### config.mk
export PLATFORM = sky130hd
export DESIGN_NAME = segment_sampler
export DESIGN_NICKNAME = d
export VERILOG_FILES = /design/src/rtl/segment_sampler_pkg.sv /design/src/rtl/sampler_lfsr.sv /design/src/rtl/segment_sampler.sv
export SDC_FILE = /design/constraint.sdc
export NUM_CORES = 1
export LEC_CHECK = 0
export ABC_AREA = 0
export CAP_MARGIN = 20
export CORE_ASPECT_RATIO = 1.4
export CORE_MARGIN = 2
export CORE_UTILIZATION = 40
export DETAILED_ROUTE_END_ITERATION = 10
export MAX_ROUTING_LAYER = met4
export PLACE_DENSITY = 0.6
export SLEW_MARGIN = 20
export SYNTH_ARGS = -nofsm -noshare
export SYNTH_HDL_FRONTEND = slang
export SYNTH_SLANG_ARGS = --single-unit
### constraint.sdc
create_clock -name in_clock -period 5.5 [get_ports in_clock]
set_input_delay 0.55 -clock in_clock [delete_from_list [all_inputs] [get_ports in_clock]]
set_output_delay 0.55 -clock in_clock [all_outputs]
set_load 0.01 [all_outputs]
### src/rtl/segment_sampler_pkg.sv
// rtl/segment_sampler_pkg.sv - shared types and constants for the segment sampler
package segment_sampler_pkg;

   // Segment type codes; 0 marks an invalid segment
   localparam logic [1:0] EXPDOWN = 2'd1;
   localparam logic [1:0] EXPUP   = 2'd2;
   localparam logic [1:0] UNIFORM = 2'd3;

   // Galois LFSR shared by the random-choice blocks
   localparam int                LFSR_W            = 32;
   localparam logic [LFSR_W-1:0] LFSR_TAPS         = 32'h8020_0003;
   localparam logic [LFSR_W-1:0] LFSR_SEED_DEFAULT = 32'h0000_0001;

   // Uniform rejections tolerated before the folded value is forced out
   localparam logic [3:0] RETRY_LIMIT = 4'd15;

   typedef enum logic [2:0] {
      ST_IDLE     = 3'd0,
      ST_SETUP    = 3'd1,
      ST_DRAW_UNI = 3'd2,
      ST_DRAW_EXP = 3'd3,
      ST_DONE     = 3'd4
   } state_t;

endpackage

### src/rtl/sampler_lfsr.sv
// rtl/sampler_lfsr.sv - 32-bit Galois LFSR with seed load and step enable
module sampler_lfsr
   import segment_sampler_pkg::*;
(
   input  logic              clock,
   input  logic              reset_n,
   input  logic              load,
   input  logic [LFSR_W-1:0] seed,
   input  logic              step,
   output logic [LFSR_W-1:0] value
);

   // Load wins over step; an all-zero seed would lock the register, so it becomes 1
   always_ff @(posedge clock or negedge reset_n) begin
      if (!reset_n) begin
         value <= LFSR_SEED_DEFAULT;
      end else if (load) begin
         value <= (seed == '0) ? LFSR_SEED_DEFAULT : seed;
      end else if (step) begin
         value <= (value >> 1) ^ (value[0] ? LFSR_TAPS : '0);
      end
   end

endmodule

### src/rtl/segment_sampler.sv
// rtl/segment_sampler.sv - draws one sample from a uniform or exponential range segment
module segment_sampler
   import segment_sampler_pkg::*;
#(
   parameter int WIDTH = 32
)
(
   input  logic             in_clock,
   input  logic             in_reset_n,
   input  logic             in_seed_load,
   input  logic [WIDTH:0]   in_seed,
   input  logic             in_valid,
   output logic             out_ready,
   input  logic [1:0]       in_segment_type,
   input  logic [WIDTH-1:0] in_segment_from,
   input  logic [WIDTH-1:0] in_segment_to,
   output logic             out_valid,
   input  logic             in_ready,
   output logic [WIDTH-1:0] out_sample,
   output logic             out_error
);

   state_t            state;
   logic [1:0]        seg_type;
   logic [WIDTH-1:0]  seg_from;
   logic [WIDTH-1:0]  seg_to;
   logic [WIDTH:0]    span;
   logic [WIDTH:0]    mask;
   logic [WIDTH:0]    k;
   logic [3:0]        retry;

   logic [LFSR_W-1:0] lfsr_value;
   logic [LFSR_W-1:0] seed_word;
   logic              lfsr_load;
   logic              lfsr_step;
   logic              unused_seed_msb;

   logic [WIDTH:0]    from_ext;
   logic [WIDTH:0]    to_ext;
   logic [WIDTH:0]    span_calc;
   logic [WIDTH:0]    mask_calc;
   logic [WIDTH:0]    r_ext;
   logic [WIDTH:0]    v;
   logic [WIDTH:0]    k_next;
   logic              seg_bad;
   logic [WIDTH-1:0]  uni_hit;
   logic [WIDTH-1:0]  uni_wrap;
   logic [WIDTH-1:0]  exp_down;
   logic [WIDTH-1:0]  exp_up;

   assign seed_word       = LFSR_W'(in_seed[WIDTH-1:0]);
   assign unused_seed_msb = in_seed[WIDTH];
   assign lfsr_load       = in_seed_load && (state == ST_IDLE);
   assign lfsr_step       = (state == ST_DRAW_UNI) || (state == ST_DRAW_EXP);
   assign out_ready       = (state == ST_IDLE);

   sampler_lfsr u_lfsr (
      .clock   (in_clock),
      .reset_n (in_reset_n),
      .load    (lfsr_load),
      .seed    (seed_word),
      .step    (lfsr_step),
      .value   (lfsr_value)
   );

   // Bounds are sign-extended by one bit so span and offsets never overflow
   assign from_ext  = {seg_from[WIDTH-1], seg_from};
   assign to_ext    = {seg_to[WIDTH-1], seg_to};
   assign span_calc = to_ext - from_ext + (WIDTH+1)'(1);
   assign seg_bad   = (seg_type == 2'd0) || ($signed(seg_to) < $signed(seg_from));
   assign r_ext     = (WIDTH+1)'(lfsr_value);
   assign v         = r_ext & mask;
   assign k_next    = k + (WIDTH+1)'(1);
   assign uni_hit   = WIDTH'(from_ext + v);
   assign uni_wrap  = WIDTH'(from_ext + (v - span));
   assign exp_down  = WIDTH'(from_ext + k);
   assign exp_up    = WIDTH'(to_ext - k);

   // Smear the highest set bit of L-1 downwards to form the rejection mask
   always_comb begin
      mask_calc = span_calc - (WIDTH+1)'(1);
      for (int s = 1; s <= WIDTH; s = s * 2) begin
         mask_calc = mask_calc | (mask_calc >> s);
      end
   end

   // Sampler control: capture, setup, draw loops and output hold
   always_ff @(posedge in_clock or negedge in_reset_n) begin
      if (!in_reset_n) begin
         state      <= ST_IDLE;
         seg_type   <= '0;
         seg_from   <= '0;
         seg_to     <= '0;
         span       <= '0;
         mask       <= '0;
         k          <= '0;
         retry      <= '0;
         out_valid  <= 1'b0;
         out_sample <= '0;
         out_error  <= 1'b0;
      end else begin
         case (state)
            ST_IDLE: begin
               if (in_valid) begin
                  seg_type <= in_segment_type;
                  seg_from <= in_segment_from;
                  seg_to   <= in_segment_to;
                  state    <= ST_SETUP;
               end
            end
            ST_SETUP: begin
               span  <= span_calc;
               mask  <= mask_calc;
               k     <= '0;
               retry <= '0;
               if (seg_bad) begin
                  out_sample <= seg_from;
                  out_error  <= 1'b1;
                  out_valid  <= 1'b1;
                  state      <= ST_DONE;
               end else if (span_calc == (WIDTH+1)'(1)) begin
                  out_sample <= seg_from;
                  out_error  <= 1'b0;
                  out_valid  <= 1'b1;
                  state      <= ST_DONE;
               end else if (seg_type == UNIFORM) begin
                  state <= ST_DRAW_UNI;
               end else begin
                  state <= ST_DRAW_EXP;
               end
            end
            ST_DRAW_UNI: begin
               // v < 2L always holds, so folding by one span stays in range
               if (v < span) begin
                  out_sample <= uni_hit;
                  out_error  <= 1'b0;
                  out_valid  <= 1'b1;
                  state      <= ST_DONE;
               end else if (retry == RETRY_LIMIT) begin
                  out_sample <= uni_wrap;
                  out_error  <= 1'b0;
                  out_valid  <= 1'b1;
                  state      <= ST_DONE;
               end else begin
                  retry <= retry + 4'd1;
               end
            end
            ST_DRAW_EXP: begin
               // Wrapping k at L restarts the walk, giving an exact truncated geometric
               if (lfsr_value[0]) begin
                  k <= (k_next == span) ? '0 : k_next;
               end else begin
                  out_sample <= (seg_type == EXPUP) ? exp_up : exp_down;
                  out_error  <= 1'b0;
                  out_valid  <= 1'b1;
                  state      <= ST_DONE;
               end
            end
            ST_DONE: begin
               if (in_ready) begin
                  out_valid <= 1'b0;
                  state     <= ST_IDLE;
               end
            end
            default: state <= ST_IDLE;
         endcase
      end
   end

endmodule

After elaboration in Yosys (flattened, before gate mapping)
Cells that the tools add are included.

storage, ports and cells
  flip-flop bits (word level) = 238
  input port bits = 104
  word-level logic and storage cells = 105
  output and inout port bits = 35

cells by class
  muxes and demuxes = 39
  order comparisons = 2
  add/sub/neg operators = 10
  bitwise logic cells = 8
  reduce and logical (&&, ||, !) cells = 17
  equality and inequality tests = 17

operator list
  operator               number
  $mux 32                10
  $add 32x32->32         3
  $pmux 32 s3            1
  $add 33x1->33 const B  2
  $mux 33                2
  $pmux 33 s2            1
  $sub 32x32->32         2
  $and 32x33->33         1
  $eq 33x1->1 const B    1
  $eq 33x33->1           1
  $lt 33x33->1           1
  $or 33x1->33           1
  $or 33x17->33          1
  $or 33x25->33          1
  $or 33x29->33          1
  $or 33x31->33          1
  $or 33x32->33          1
  $sub 32x32->33         1
  $sub 33x1->33 const B  1
  $logic_not 32->1       1
  $lt 32x32->1           1
  $xor 31x32->32         1
  $mux 3                 7
  $pmux 3 s5             1
  other kinds (26)       49

Logic depth before layout (Yosys ltp)
  word-level depth = 9
  gate-level depth with buffers = 19

Hierarchy
A second synthesis with hierarchy kept.

second synthesis, totals
  cell total of the unflattened synthesis = 2,961
  area total of the unflattened synthesis = 23,896.7 um^2

by module, submodules not included
  module           area each (um^2)  times used  cells each
  segment_sampler  22,301.4          1           2,806
  sampler_lfsr     1,595.3           1           155

Worst setup path after synthesis
OpenSTA, ideal clock, no wires.

  path kind = register to register
  start point = register seg_from[1]
  end point = register mask[5]
  slack = 705 ps
  path buffers = 0
  arrival = 4,648 ps
  cell stages (with the launch flop) = 18
  clock period less this slack = 4,795 ps
  path through = dfrtp_1 > inv_1 > ha_1 > inv_1 > ha_1 > fa_1 > nand3b_1 > o22ai_2 > o211ai_1 > o211ai_1 > o31ai_1 > o21ai_0 > xnor2_1 > or3b_2 > a2111oi_1 > o22ai_2 > nor4_4 > a31oi_1

on the way
  longest elaborated chain between the ends = 9

ends and longest elaborated chain
  what                    line                    source
  start, declared         segment_sampler.sv:25   logic [WIDTH-1:0] seg_from;
  start signal, assigned  segment_sampler.sv:106  seg_from <= in_segment_from;
  $sub 32x32->33          segment_sampler.sv:69   assign span_calc = to_ext - from_ext + (WIDTH+1)'(1);
  $add 33x1->33           segment_sampler.sv:69
  $sub 33x1->33           segment_sampler.sv:81   mask_calc = span_calc - (WIDTH+1)'(1);
  $or 33x32->33           segment_sampler.sv:83   mask_calc = mask_calc | (mask_calc >> s);
  $or 33x31->33           segment_sampler.sv:83
  $or 33x29->33           segment_sampler.sv:83
  $or 33x25->33           segment_sampler.sv:83
  $or 33x17->33           segment_sampler.sv:83
  $or 33x1->33            segment_sampler.sv:83
  end signal, assigned    segment_sampler.sv:113  mask <= mask_calc;
  end, declared           segment_sampler.sv:28   logic [WIDTH:0] mask;

No other way between the ends.
A chain may end at the register's enable or synchronous reset.

Worst setup path in the final report
  start point = register seg_from[16]
  end point = register mask[5]

The elaborated chain is that of the path after synthesis.

==> reports/metrics.yaml <==
cells_and_area:
  multi_input_area_mm2: 0.0164
  fillers: 5775
  nets: 3447
  drive_gt1_share_pct: 8.42
  n_antenna_cell: 0
  area_growth_pct: 15.7
  seqCellArea_mm2: 0.00593
clock_network:
  clockBufferDepth: 3
  tritoncts: "yes"
  cts-root-buf: "clkbuf_16"
  clk_pin_slew_ps: 60
  clkLatencyLatePin_ps: 590
  cts.sinks: 237
  h-tree-depth: 1
  numCtsBuffers: 28
  cts_setup_buffers: 0
global_routing:
  grt-ovfl-total: 0
  grt_max_degree: 99
  grt_pass1_vias: 22000
  grtUsageTotal_pct: 29.0
  antenna_found_initial: 0
  grt_pass1_wl_um: 131000
timing:
  tightestPinTransition_ps: 1010
  layout_setup_ws_ps: 152
  drv_slew: 0
  relSlewSlack_pct: 32.7
  period_share_pct: 97.2
  finalSetupViolCount: 0
  skew_ps: 23.7
  whs_ps: 477
  fin_crit_ps: 5350
  hold_viol_final: 0
  fmax_mhz: 187
outcome:
  status: "finished, final reports clean"
floorplanning:
  start_util_pct: 40.3
  coreArea_mm2: 0.0585
  num_io_pins: 139
  fp.dieH_um: 291
  dieWidth_um: 209
  dieArea_mm2: 0.0609
  rows: 105
critical_path:
  reg2reg_setup_slack_ps: 150
  critPathKind: "flip-flop to flip-flop"
  crit_path_end_kind: "flip-flop"
  worstSetupStartpointType: "flip-flop"
  arrival_ps: 5790
  crit_fanout: 9
  crit_required_ps: 5940
  path_delay_family: "compound AO/OA/AOI/OAI gates"
  crit_slowest_cell: "fa_1"
  path_buf_inv: 2
  path_cells: "inv_1, ha_1, fa_1, a21o_1, a311o_1, a31o_2, a211o_1, o31a_1, xor2_1, and4_1, o21ai_1, or4_1, a22o_1, nor4_4, buf_4, a31oi_1"
  max_stage_delay_ps: 590
job:
  max_cap_viol_count: 0
yosys:
  avgSynthCellArea_um2: 8.11
  ys_async_sr_fraction_pct: 100
  yosysUniqueCellTypes: 90
  synth_edf_count: 0
  yosys_register_bits: 237
  synthesis.area_mm2: 0.0236
  synth_nets: 3286
  yosysWarnings: 0
  yosysSeqAreaShare_pct: 25.2
  syn-instance-count: 2906
  synth_ff_type: "dfrtp_1"
detailed_routing:
  vias: 22300
  initialDrtViolationCount: 1470
  routedWlPerCell_um: 22.7
  drc: 0
  drtAntennaViolNets: 0
  dr.pass1.iters: 7
  via_per_inst: 5.82
  routed_wl_um: 87100
worst_hold_path:
  hp-class: "flip-flop to flip-flop"
place:
  pre_cts_slack_ps: 120
  portBuffers: 137
  finalWeightedCongestion: 0.965
  place_hpwl_um: 71600
==> worst reg2reg max path, stage by stage, from the launching register on <==
cell	delay [ps]
dfrtp_1	450
inv_1	140
ha_1	260
fa_1	590
a21o_1	220
a311o_1	400
a31o_2	260
a211o_1	280
o31a_1	330
xor2_1	430
and4_1	280
o21ai_1	90
or4_1	450
a22o_1	350
nor4_4	350
buf_4	230
a31oi_1	90
==> sequential cells by signal, summed over array words and instances (netlist names) <==
| signal | count |
|---|---|
| mask | 32 |
| u_lfsr.value | 32 |
| retry | 4 |
| out_valid | 1 |
| out_error | 1 |
| k | 33 |
| span | 33 |
| seg_type | 2 |
| seg_from | 32 |
| seg_to | 32 |
| state | 3 |
| out_sample | 32 |
==> kinds of logic (layout without fill, tap and decap cells) <==
family / Yosys count / in the layout / share of synthesized area (%)
adders and majority gates: 276 / 276 / 16.2
AOI/OAI and AO/OA: 822 / 822 / 22.3
DFF: 237 / 237 / 25.2
and+or+nand+nor: 942 / 942 / 19.3
buffers and inverters: 345 / 527 / 5.66
xor gates and xnor gates: 208 / 208 / 7.77
muxes: 76 / 76 / 3.53
==> metal layers <==
| metal | global-route usage (%) | routed length (µm) | share of wire [%] |
|---|---|---|---|
| met5 | - | 0 | 0 |
| met4 | 11.9 | 3980 | 4.6 |
| met3 | 1.68 | 3680 | 4.2 |
| met2 | 47.4 | 40900 | 47 |
| met1 | 37.6 | 38500 | 44 |
==> area by class of cell <==
type	count	share of cell area (%)
clock buffer	37	2.92
clock inverter	14	0.602
inverter	247	3.40
multi-input combinational	2324	60.1
sequential	237	21.8
tap	749	3.44
timing repair buffer	229	7.73
==> synth_stat cells (all sizes together) (36+ instances only) <==
cell type / number / area share (%)
o211ai: 36 / 1.2
nand3: 73 / 1.6
xnor2: 126 / 4.7
dfrtp: 236 / 25
a21o: 61 / 1.9
nor3: 66 / 1.5
a21oi: 174 / 3.7
inv: 247 / 3.9
clkbuf: 84 / 1.3
ha: 227 / 12
nand2: 340 / 5.4
mux2: 56 / 2.7
fa: 49 / 4.2
o21ai: 242 / 5.1
nor2: 205 / 3.3
a31oi: 62 / 1.7
xor2: 82 / 3.0
==> final timing paths <==
| path | cells past startpoint | end | startpoint |
|---|---|---|---|
| max | 16 | mask[5] | seg_from[16] |
| min in group asynchronous | 2 | u_lfsr.value[9] | in_reset_n |
| max in group asynchronous | 3 | k[8] | in_reset_n |
| min | 2 | mask[31] | mask[31] |
| max reg2reg | 16 | mask[5] | seg_from[16] |
| min reg2reg | 2 | mask[31] | mask[31] |
==> layout by cell type, fill, tap and decap left out, types with 21 or more instances in the layout <==
master,netlist,layout
inv_1,247,247
a211oi_1,26,26
clkbuf_16,0,29
and3_1,30,30
ha_1,227,227
a21oi_1,173,173
o21a_1,22,22
nor4_1,28,28
dfrtp_1,236,236
nand3_1,73,73
fa_1,49,47
a21o_1,61,61
xor2_1,82,82
and2_1,22,21
o21ai_0,238,237
mux2_2,56,56
nor3_1,62,61
buf_4,2,88
xnor2_1,125,124
o211ai_1,35,35
nor2_1,205,203
nand2_1,340,339
clkdlybuf4s50_1,0,136
o21bai_1,23,23
nand4_1,29,29
or3_1,28,28
a31oi_1,61,60
nand2b_1,33,32
==> through the flow <==
stage	instances	util, %	cell area, µm²	setup TNS [ps]
6_report	3837	46.6	27200	0
5_1_grt	3837	46.6	27200	-0.638
4_1_cts	3837	46.5	27200	0
3_5_place_dp	3785	44.8	26200	0
3_3_place_gp	3785	44.8	26200	0
2_1_floorplan	2906	-	23600	0
==> what timing repair did <==
action / in CTS / in global routing
endpoints found under the setup margin: 0 / 59
hold endpoints to repair: 4 / 0
hold buffers: 1 / 0
gates resized for setup: 0 / 14
Power is left out: the tool's default activity adds up to more than one toggle a clock period on the data nets, which glitch-free logic cannot reach.
